$ cat config.mk
export PLATFORM = sky130hd
export DESIGN_NAME = traffic_gen
export DESIGN_NICKNAME = d
export VERILOG_FILES = /design/src/rtl/traffic_gen.sv
export SDC_FILE = /design/constraint.sdc
export NUM_CORES = 1
export LEC_CHECK = 0
export CAP_MARGIN = 10
export CELL_PAD_IN_SITES_DETAIL_PLACEMENT = 1
export CELL_PAD_IN_SITES_GLOBAL_PLACEMENT = 1
export CORE_MARGIN = 2
export CORE_UTILIZATION = 42
export DETAILED_ROUTE_END_ITERATION = 10
export GPL_TIMING_DRIVEN = 1
export PLACE_DENSITY_LB_ADDON = 0.1
export SLEW_MARGIN = 20
export SYNTH_ARGS = -nofsm -noshare
export SYNTH_HDL_FRONTEND = slang
export SYNTH_SLANG_ARGS = --single-unit
$ cat constraint.sdc
create_clock -name clk100 -period 3.7 [get_ports clk100]
set_input_delay 0.555 -clock clk100 [delete_from_list [all_inputs] [get_ports clk100]]
set_output_delay 0.555 -clock clk100 [all_outputs]
set_load 0.02 [all_outputs]
$ cat src/rtl/traffic_gen.sv
// NoC traffic generator: builds packets with REVERSE, NEIGHBOR or UNIFORM (LFSR) destinations,
// and holds a packet on o_data until the NoC accepts it. Stops at PKT_LIMIT accepted packets.
module traffic_gen #(
    parameter int          ADDRESS    = 0,
    parameter int          NUM_PE     = 16,
    parameter int          ADDR_WIDTH = 4,   // log2(NUM_PE), at most 16
    parameter int          DATA_WIDTH = 32,
    parameter int          PKT_LIMIT  = 100,
    parameter int          PATTERN    = 0,   // 0=REVERSE, 1=NEIGHBOR, 2=UNIFORM
    parameter int          GAP        = 0,
    parameter logic [15:0] LFSR_SEED  = 16'hACE1
) (
    input  logic                             clk100,
    input  logic                             rst,
    input  logic                             i_enable,
    output logic [DATA_WIDTH+ADDR_WIDTH-1:0] o_data,
    output logic                             o_data_valid,
    input  logic                             i_data_ready,
    output logic [31:0]                      o_sent_count,
    output logic                             o_done
);
    localparam int TW = DATA_WIDTH - ADDR_WIDTH;
    localparam logic [ADDR_WIDTH-1:0] SRC      = ADDR_WIDTH'(ADDRESS);
    localparam logic [ADDR_WIDTH-1:0] DEST_REV = ADDR_WIDTH'(NUM_PE - 1 - ADDRESS);
    localparam logic [ADDR_WIDTH-1:0] DEST_NB  = ADDR_WIDTH'((ADDRESS + 1) % NUM_PE);

    typedef enum logic [1:0] {IDLE, SEND, WAIT_GAP, DONE} state_t;

    state_t                           state_q, state_d;
    logic [TW-1:0]                    ts_q, ts_d;
    logic [15:0]                      lfsr_q, lfsr_d;
    logic [31:0]                      cnt_q, cnt_d;
    logic [31:0]                      gap_q, gap_d;
    logic [DATA_WIDTH+ADDR_WIDTH-1:0] data_q, data_d;
    logic [ADDR_WIDTH-1:0]            dest;
    logic                             xfer;
    logic                             load;

    assign xfer = (state_q == SEND) && i_data_ready;
    assign ts_d = ts_q + TW'(1);

    // A back-to-back reload must see the LFSR value already advanced by this transfer.
    always_comb begin
        lfsr_d = lfsr_q;
        if (xfer) begin
            lfsr_d = {lfsr_q[0] ^ lfsr_q[2] ^ lfsr_q[3] ^ lfsr_q[5], lfsr_q[15:1]};
        end
    end

    always_comb begin
        dest = DEST_REV;
        case (PATTERN)
            0:       dest = DEST_REV;
            1:       dest = DEST_NB;
            default: dest = (lfsr_d[ADDR_WIDTH-1:0] == SRC) ? DEST_NB : lfsr_d[ADDR_WIDTH-1:0];
        endcase
    end

    always_comb begin
        state_d = state_q;
        cnt_d   = cnt_q;
        gap_d   = gap_q;
        load    = 1'b0;
        case (state_q)
            IDLE: begin
                if (PKT_LIMIT == 0) begin
                    state_d = DONE;
                end else if (i_enable) begin
                    state_d = SEND;
                    load    = 1'b1;
                end
            end
            SEND: begin
                if (i_data_ready) begin
                    cnt_d = cnt_q + 32'd1;
                    if (cnt_d == 32'(PKT_LIMIT)) begin
                        state_d = DONE;
                    end else if (GAP == 0) begin
                        state_d = i_enable ? SEND : IDLE;
                        load    = i_enable;
                    end else begin
                        state_d = WAIT_GAP;
                        gap_d   = 32'(GAP - 1);
                    end
                end
            end
            WAIT_GAP: begin
                if (gap_q == 32'd0) begin
                    state_d = i_enable ? SEND : IDLE;
                    load    = i_enable;
                end else begin
                    gap_d = gap_q - 32'd1;
                end
            end
            DONE:    state_d = DONE;
            default: state_d = IDLE;
        endcase
    end

    // The timestamp is the counter value visible during the first SEND cycle.
    assign data_d = load ? {dest, SRC, ts_d} : data_q;

    always_ff @(posedge clk100) begin
        if (rst) begin
            state_q <= IDLE;
            ts_q    <= '0;
            lfsr_q  <= LFSR_SEED;
            cnt_q   <= '0;
            gap_q   <= '0;
            data_q  <= '0;
        end else begin
            state_q <= state_d;
            ts_q    <= ts_d;
            lfsr_q  <= lfsr_d;
            cnt_q   <= cnt_d;
            gap_q   <= gap_d;
            data_q  <= data_d;
        end
    end

    assign o_data       = data_q;
    assign o_data_valid = (state_q == SEND);
    assign o_done       = (state_q == DONE);
    assign o_sent_count = cnt_q;
endmodule

==> results of run 1 <==
[worst max-delay path: cells and delay by family (launching register included)]
kind	cells	cell delay [ns]
simple gates	5	1.67
flops	1	0.50
mux	1	0.36
compound gates	2	0.25
buf+inv	1	0.23
[cells in the mapped netlist (4+ instances only)]
library cell,instances
inv_1,10
and3_1,15
ha_1,4
nand2_1,38
or3_1,19
nand4_1,21
or2_2,5
nor2_1,97
nand3_1,28
nor3_1,17
xnor2_1,36
dfxtp_1,123
o21ai_0,22
a21oi_1,22
nor2b_1,34
xor2_1,44
nor4_1,8
or4_1,10
mux2_2,20
buf_2,9
buf_4,9
and4_1,8
mux2_4,9
clkbuf_1,21
[worst min path at each step]
stage	startpoint	end	slack (ns)	cells after the start
3_3_place_gp	gap_q[7]	gap_q[7]	0.47	2
2_1_floorplan	gap_q[7]	gap_q[7]	0.46	2
4_1_cts	gap_q[7]	gap_q[7]	0.50	2
3_5_place_dp	gap_q[7]	gap_q[7]	0.49	2
5_1_grt	gap_q[7]	gap_q[7]	0.51	2
6_report	gap_q[7]	gap_q[7]	0.50	2
[per-layer routing]
| metal | vias to the layer above | track usage, % | share of wire [%] |
|---|---|---|---|
| met5 | - | 0 | 0 |
| met4 | 0 | 8.41 | 1.5 |
| met3 | 18 | 4.23 | 2.5 |
| met2 | 80 | 35.6 | 50 |
| met1 | 2435 | 26.1 | 46 |
| li1 | 2406 | - | - |
[per-stage QoR]
stage | hold WS, ns | area, sq um | std cells | utilization (%)
floorplan | 0.459 | 5900 | 673 | -
global placement | 0.468 | 6660 | 885 | 48.4
detailed placement | 0.490 | 6660 | 885 | 48.4
CTS | 0.499 | 7370 | 917 | 53.5
global route | 0.514 | 7370 | 917 | 53.5
finish | 0.497 | 7370 | 917 | 53.5
[power groups by stage]
| stage | logic [W] | registers, W | clock network (W) |
|---|---|---|---|
| floorplan | 0.0000751 | 0.00138 | 0 |
| global placement | 0.000109 | 0.00137 | 0 |
| detailed placement | 0.000111 | 0.00137 | 0 |
| CTS | 0.000113 | 0.00134 | 0.00204 |
| global route | 0.000120 | 0.00134 | 0.00210 |
| finish | 0.000110 | 0.00134 | 0.00201 |
[flip-flops by register name, summed over array words and instances (netlist names)]
register,cells
ts_q,28
state_q,2
o_data,29
o_sent_count,32
gap_q,32
[cells in the final DEF, fill, tap and decap left out, types with 3 or more instances in the layout]
| master | instances |
|---|---|
| mux2_2 | 20 |
| a211o_1 | 3 |
| bufinv_16 | 7 |
| nor4_1 | 8 |
| nand4_1 | 21 |
| a21oi_1 | 22 |
| xnor2_1 | 36 |
| conb_1 | 4 |
| or2_2 | 5 |
| inv_6 | 3 |
| nor2b_1 | 34 |
| o21ai_0 | 22 |
| nor2_1 | 97 |
| clkbuf_16 | 17 |
| and4_1 | 8 |
| inv_1 | 10 |
| or3_1 | 19 |
| dfxtp_1 | 123 |
| mux2_4 | 9 |
| ha_1 | 4 |
| nand2_1 | 38 |
| xor2_1 | 44 |
| and3_1 | 15 |
| buf_4 | 6 |
| nor3_1 | 17 |
| nand3_1 | 28 |
| clkdlybuf4s50_1 | 68 |
| or4_1 | 10 |
[logic make-up (layout without fill, tap and decap cells)]
| logic type | Yosys count | after routing |
|---|---|---|
| compound gates | 66 | 66 |
| mux | 30 | 30 |
| xor+xnor | 80 | 80 |
| buf+inv | 53 | 117 |
| fa+ha+maj | 4 | 4 |
| other cells | 1 | 4 |
| flops | 123 | 123 |
| simple gates | 313 | 313 |
[cell type report]
class                   instances  area (sq um)
inverters                      10          37.5
flip-flops and latches        123          2460
clock buffers                  19           453
clock inverters                13           258
repair buffers                 75           746
well taps                     180           225
fillers                      1589          6400
multi-input cells             497          3190
==> impl_metrics.toml, run 1 <==
[pwr]
powerDensity_nw_per_um2 = 469
power.internal_w = 0.00275
p_total_w = 0.00346
pwr-share-clk_pct = 58.0
p_switching_w = 0.000709
seqPwrFrac_pct = 38.8
p_sw_share_pct = 20.5
ir_worst_vdd_mv = 0.298
power_frac_comb_pct = 3.2
leakage_nw = 2.70

[finish]
syn_to_final_growth_pct = 25.1
diodes = 0
final_nets = 732
drive_above_1_share_pct = 10.9

[setup_path]
slowest_stage = "or4_1"
end_kind = "flip-flop"
crit_chain = "nand4_2, or4_1, or3_1, o211ai_1, nor4_2, or2_1, o211ai_4, buf_12, mux2_2"
crit_start = "o_sent_count[2]"
critPathMaxStageDelay_ns = 0.69
worstPathArrival_ns = 3.46
endpoint = "o_data[3]"
reg2reg_depth = 9
critPathLaunchType = "flip-flop"
required_ns = 4.00
r2r_start = "o_sent_count[2]"
r2r_end = "o_data[3]"
cp_max_fo = 29
r2r_slack_ns = 0.54
crit_type = "flip-flop to flip-flop"

[sta]
rsz0062_at_grt = "no"
relSlewSlack_pct = 52.0
hold_violations = 0
tightest_slew_ns = 0.720
tns_ns = 0
setup_ws_ns = 0.538
setup_violations = 0
skew_ns = 0.00554
fmax_mhz = 316
period_share_pct = 85.5
finalWorstPathRequiredPeriod_ns = 3.16
slew_viol_final = 0

[floorplan]
die_h_microns = 122
row_count = 43
die_width_microns = 122
start_util_pct = 42.8
pin_count = 74
core_area_sq_um = 13800
dieArea_sq_um = 15000

[synthesis]
synthSimpleGateAreaFrac_pct = 27.9
synth_ff_type = "dfxtp_1"
synth_top_area_share_pct = 41.8
synth-seq-cells = 123
synthCells = 670
synth.avg_cell_area_sq_um = 8.79
synth_cell_types = 54
synth_xor_area_share_pct = 11.9
synthArstFlopShare_pct = 0
ys_seq_area_share_pct = 41.8
synth_top_family_by_area = "simple AND/OR/NAND/NOR gates"
synthAdderAreaFrac_pct = 0.849
synth_area_leaders = "dfxtp_1 42%, xor2_1 6.5%, nor2_1 6.2%"
synth_edf_count = 0
synth_top_cell_by_area = "dfxtp_1"
synthMuxAreaShare_pct = 6.29
synth_compound_area_share_pct = 6.82
yosys_warnings = 0
synth_area_sq_um = 5890

[cts]
path_clk_slew_ns = 0.06
cts_resized = 0
cts_sinks = 123
cts_buffers = 17
cts_tree = "yes"
ctsHoldBuffers = 0
max-clock-path-buffers = 2
clk_latency_ns = 0.42
cts_setup_buffers = 0
clockRootBuffer = "clkbuf_16"
htree_levels = 4

[grt]
grt_usage_pct = 21.0
overflow = 0
grt_pass1_vias = 5066
grt_pass1_wl_microns = 25100
antenna_found_initial = 0
grt_max_degree = 56

[placed_design]
pre_cts_ws_ns = 0.575
place_hpwl_microns = 10100
port_buffers = 69
gp_congestion = 0.911

[job]
drv_cap = 0

[routing]
avgRoutedWirePerCell_microns = 16.2
first_pass_iters = 4
drtIter0Drc = 263
vias = 4939
drc = 0
final_antenna_net_count = 0
drt-vias-per-instance = 5.39
routed_wirelength_microns = 14900

[run_status]
outcome = "finished, final reports clean"

[min_path]
hold_class = "flip-flop to flip-flop"
Note: power is estimated with default switching activity, not from simulation.
==> inputs of run 2 (changes only) <==
--- a/config.mk
+++ b/config.mk
@@ -5,9 +5,9 @@
 export SDC_FILE = /design/constraint.sdc
 export NUM_CORES = 1
 export LEC_CHECK = 0
-export CAP_MARGIN = 10
 export CELL_PAD_IN_SITES_DETAIL_PLACEMENT = 1
 export CELL_PAD_IN_SITES_GLOBAL_PLACEMENT = 1
+export CORE_ASPECT_RATIO = 0.6
 export CORE_MARGIN = 2
 export CORE_UTILIZATION = 42
 export DETAILED_ROUTE_END_ITERATION = 10
@@ -17,3 +17,4 @@
 export SYNTH_ARGS = -nofsm -noshare
 export SYNTH_HDL_FRONTEND = slang
 export SYNTH_SLANG_ARGS = --single-unit
+export TNS_END_PERCENT = 5
==> impl_metrics.toml, run 2 (synthesis results as in run 1) <==
[placed_design]
port_buffers = 69
gp_congestion = 0.829
dp_cells = 904
place_hpwl_microns = 10800
placed_area_sq_um = 6740

[finish]
drive_above_1_share_pct = 11.7
fin_util_pct = 53.9
syn_to_final_growth_pct = 25.1
final_nets = 739
layout_common_cells = "123 x dfxtp_1, 97 x nor2_1, 68 x clkdlybuf4s50_1"
final_area_sq_um = 7370
diodes = 0
final_cells = 936
layout_commonest_cell = "dfxtp_1"
fill_cells = 1578

[setup_path]
cp_max_fo = 12
crit_type = "flip-flop to flip-flop"
end_kind = "flip-flop"
required_ns = 3.99
critPathLaunchType = "flip-flop"
worstPathArrival_ns = 3.49

[pwr]
leakage_nw = 2.70
p_total_w = 0.00324
ir_worst_vdd_mv = 0.268
powerDensity_nw_per_um2 = 439

[cts]
cts_buffers = 17
cts_setup_buffers = 0
clockRootBuffer = "clkbuf_16"
path_clk_slew_ns = 0.06
cts_resized = 0
clk_latency_ns = 0.41
max-clock-path-buffers = 2
ctsHoldBuffers = 0
htree_levels = 4
cts_tree = "yes"
cts_sinks = 123

[floorplan]
dieArea_sq_um = 15000
pin_count = 74
row_count = 33
core_area_sq_um = 13700
start_util_pct = 43.1
die_width_microns = 157
die_h_microns = 95.7

[sta]
skew_ns = 0.0105
hold_violations = 0
tns_ns = 0
relSlewSlack_pct = 29.2
tightest_slew_ns = 1.06
finalWorstPathRequiredPeriod_ns = 3.20
period_share_pct = 86.4
slew_viol_final = 0
setup_violations = 0
fmax_mhz = 313
rsz0062_at_grt = "no"

[run_status]
outcome = "finished, final reports clean"

[grt]
grt_usage_pct = 21.9
overflow = 0
grt_pass1_vias = 4903
grt_pass1_wl_microns = 25600
grt_max_degree = 104
antenna_found_initial = 0

[routing]
drtIter0Drc = 212
vias = 4967
avgRoutedWirePerCell_microns = 17.0
final_antenna_net_count = 0
drc = 0
drt-vias-per-instance = 5.31
routed_wirelength_microns = 15900
first_pass_iters = 4

[job]
drv_cap = 0

[min_path]
hold_class = "flip-flop to flip-flop"
## run 2: layout make-up
cell class	count	area [sq um]	share of cell area (%)
clock inverter	15	204	2.77
multi-input combinational	497	3190	43.3
sequential	123	2460	33.4
tap	192	240	3.26
timing repair buffer	82	811	11.0
clock buffer	17	425	5.77
inverter	10	37.5	0.509
## run 2: path summary, 6_finish.rpt
| kind | cells past startpoint | end | startpoint | slack, ns |
|---|---|---|---|---|
| setup reg to reg | 9 | o_data[26] | o_sent_count[2] | 0.50 |
| hold reg to reg | 2 | gap_q[7] | gap_q[7] | 0.49 |
| hold / removal | 2 | gap_q[7] | gap_q[7] | 0.49 |
| setup / recovery | 9 | o_data[26] | o_sent_count[2] | 0.50 |
## run 2: through the flow
step / setup WS (ns) / hold WS, ns
final: 0.502 / 0.494
after floorplan: 0.708 / 0.459
after detailed placement: 0.532 / 0.475
after CTS: 0.513 / 0.490
after global placement: 0.635 / 0.470
after global routing: 0.321 / 0.541
## run 2: where the power goes
part	switching [W]	internal [W]
clock	0.000691	0.00109
sequential	0.0000102	0.00133
combinational	0.0000683	0.0000467
total	0.000770	0.00247
## run 2: critical path: stages (launching register included)
cell,delay [ns]
dfxtp_1,0.50
nand4_2,0.23
or4_1,0.69
a21o_1,0.22
a22o_1,0.21
nor4_2,0.38
or2_1,0.20
o211ai_4,0.15
buf_12,0.19
mux2_4,0.30
## run 2: per-layer routing
layer | global-route usage [%] | vias up | part of all wire, %
met5 | 0 | - | 0
li1 | - | 2423 | -
met3 | 4.32 | 15 | 4.2
met2 | 35.2 | 104 | 46
met4 | 6.65 | 0 | 0.99
met1 | 29.9 | 2425 | 49
==> inputs of run 3 (changes only) <==
--- a/config.mk
+++ b/config.mk
@@ -8,7 +8,6 @@
 export CELL_PAD_IN_SITES_DETAIL_PLACEMENT = 1
 export CELL_PAD_IN_SITES_GLOBAL_PLACEMENT = 1
 export CORE_ASPECT_RATIO = 0.6
-export CORE_MARGIN = 2
 export CORE_UTILIZATION = 42
 export DETAILED_ROUTE_END_ITERATION = 10
 export GPL_TIMING_DRIVEN = 1
==> impl_metrics.toml, run 3 (synthesis results as in run 1) <==
[finish]
diodes = 0
final_area_sq_um = 7380
syn_to_final_growth_pct = 25.3
layout_common_cells = "123 x dfxtp_1, 97 x nor2_1, 68 x clkdlybuf4s50_1"
fill_cells = 1545
drive_above_1_share_pct = 12.0
final_nets = 742
layout_commonest_cell = "dfxtp_1"

[cts]
max-clock-path-buffers = 2
clk_latency_ns = 0.42
clockRootBuffer = "clkbuf_16"
cts_buffers = 17
cts_setup_buffers = 0
cts_resized = 0
htree_levels = 4
cts_tree = "yes"
ctsHoldBuffers = 0
cts_sinks = 123
path_clk_slew_ns = 0.06

[routing]
drtIter0Drc = 200
avgRoutedWirePerCell_microns = 16.8
final_antenna_net_count = 0
drc = 0
vias = 4958
routed_wirelength_microns = 15800
first_pass_iters = 4
drt-vias-per-instance = 5.28

[grt]
antenna_found_initial = 0
grt_usage_pct = 22.8
grt_pass1_wl_microns = 26000
grt_max_degree = 108
overflow = 0
grt_pass1_vias = 5066

[floorplan]
die_width_microns = 155
pin_count = 74
start_util_pct = 43.1
core_area_sq_um = 13700
die_h_microns = 93.7
row_count = 33
dieArea_sq_um = 14500

[placed_design]
gp_congestion = 0.891
port_buffers = 69
place_hpwl_microns = 10600
placed_area_sq_um = 6750

[pwr]
power.internal_w = 0.00247
pwr-share-clk_pct = 55.0
ir_worst_vdd_mv = 0.270
p_switching_w = 0.000769
p_sw_share_pct = 23.8
leakage_nw = 2.72
powerDensity_nw_per_um2 = 438
power_frac_comb_pct = 3.5
seqPwrFrac_pct = 41.5

[setup_path]
cp_top_family = "simple AND/OR/NAND/NOR gates"
critPathLaunchType = "flip-flop"
required_ns = 4.00
cp_max_fo = 23
crit_chain = "nand4_2, or4_1, nor3_1, xnor2_1, nor2_1, and4_1, o211ai_4, buf_12, mux2_2"
critical_path_buf_inv_count = 1
worstPathArrival_ns = 3.68
end_kind = "flip-flop"
crit_type = "flip-flop to flip-flop"
slowest_stage = "or4_1"
critPathMaxStageDelay_ns = 0.68

[sta]
period_share_pct = 91.5
tns_ns = 0
tightest_slew_ns = 0.842
fmax_mhz = 296
hold_violations = 0
skew_ns = 0.0129
slew_viol_final = 0
setup_violations = 0
finalWorstPathRequiredPeriod_ns = 3.38
rsz0062_at_grt = "no"
relSlewSlack_pct = 43.9

[job]
drv_cap = 0

[run_status]
outcome = "finished, final reports clean"

[min_path]
hold_class = "flip-flop to flip-flop"
-- run 3: worst paths after layout --
check	start	to	slack (ns)	cells past startpoint
worst max-delay path	o_sent_count[2]	o_data[9]	0.32	9
worst min-delay path	gap_q[7]	gap_q[7]	0.49	2
worst max register to register	o_sent_count[2]	o_data[9]	0.32	9
worst min register to register	gap_q[7]	gap_q[7]	0.49	2
-- run 3: per-layer routing --
metal | share of wire, % | up-vias | GRT usage (%)
li1 | - | 2429 | -
met5 | 0 | - | 0
met4 | 1.1 | 0 | 7.59
met2 | 46 | 89 | 37.7
met1 | 50 | 2421 | 30.1
met3 | 2.9 | 19 | 4.15
-- run 3: worst register-to-register path: cells and delay by family (launching register included) --
kind / cells / cell delay, ns
buffers and inverters: 1 / 0.26
muxes: 1 / 0.38
AOI/OAI and AO/OA: 1 / 0.39
DFF: 1 / 0.51
xor gates and xnor gates: 1 / 0.18
and+or+nand+nor: 5 / 1.56
-- run 3: area by class of cell --
| type | count | area [sq um] | share of cell area, % |
|---|---|---|---|
| multi-input cells | 497 | 3190 | 43.2 |
| flip-flops and latches | 123 | 2460 | 33.4 |
| repair buffers | 85 | 825 | 11.2 |
| clock buffers | 17 | 425 | 5.76 |
| well taps | 192 | 240 | 3.25 |
| clock inverters | 15 | 204 | 2.76 |
| inverters | 10 | 37.5 | 0.508 |
-- run 3: power groups by stage --
stage | clock network [W] | registers, W | logic (W)
5_1_grt | 0.00187 | 0.00134 | 0.000119
6_report | 0.00178 | 0.00134 | 0.000112
3_3_place_gp | 0 | 0.00137 | 0.000110
4_1_cts | 0.00181 | 0.00134 | 0.000113
2_1_floorplan | 0 | 0.00138 | 0.0000751
3_5_place_dp | 0 | 0.00137 | 0.000111
-- run 3: metrics by stage --
step | setup slack [ns] | total power (W) | instances | util (%) | hold WS (ns)
after CTS | 0.315 | 0.00327 | 939 | 54.0 | 0.494
after floorplan | 0.708 | 0.00145 | 673 | - | 0.459
after global routing | 0.176 | 0.00333 | 939 | 54.0 | 0.532
final | 0.316 | 0.00323 | 939 | 54.0 | 0.494
after detailed placement | 0.354 | 0.00148 | 907 | 49.4 | 0.475
after global placement | 0.543 | 0.00148 | 907 | 49.4 | 0.469
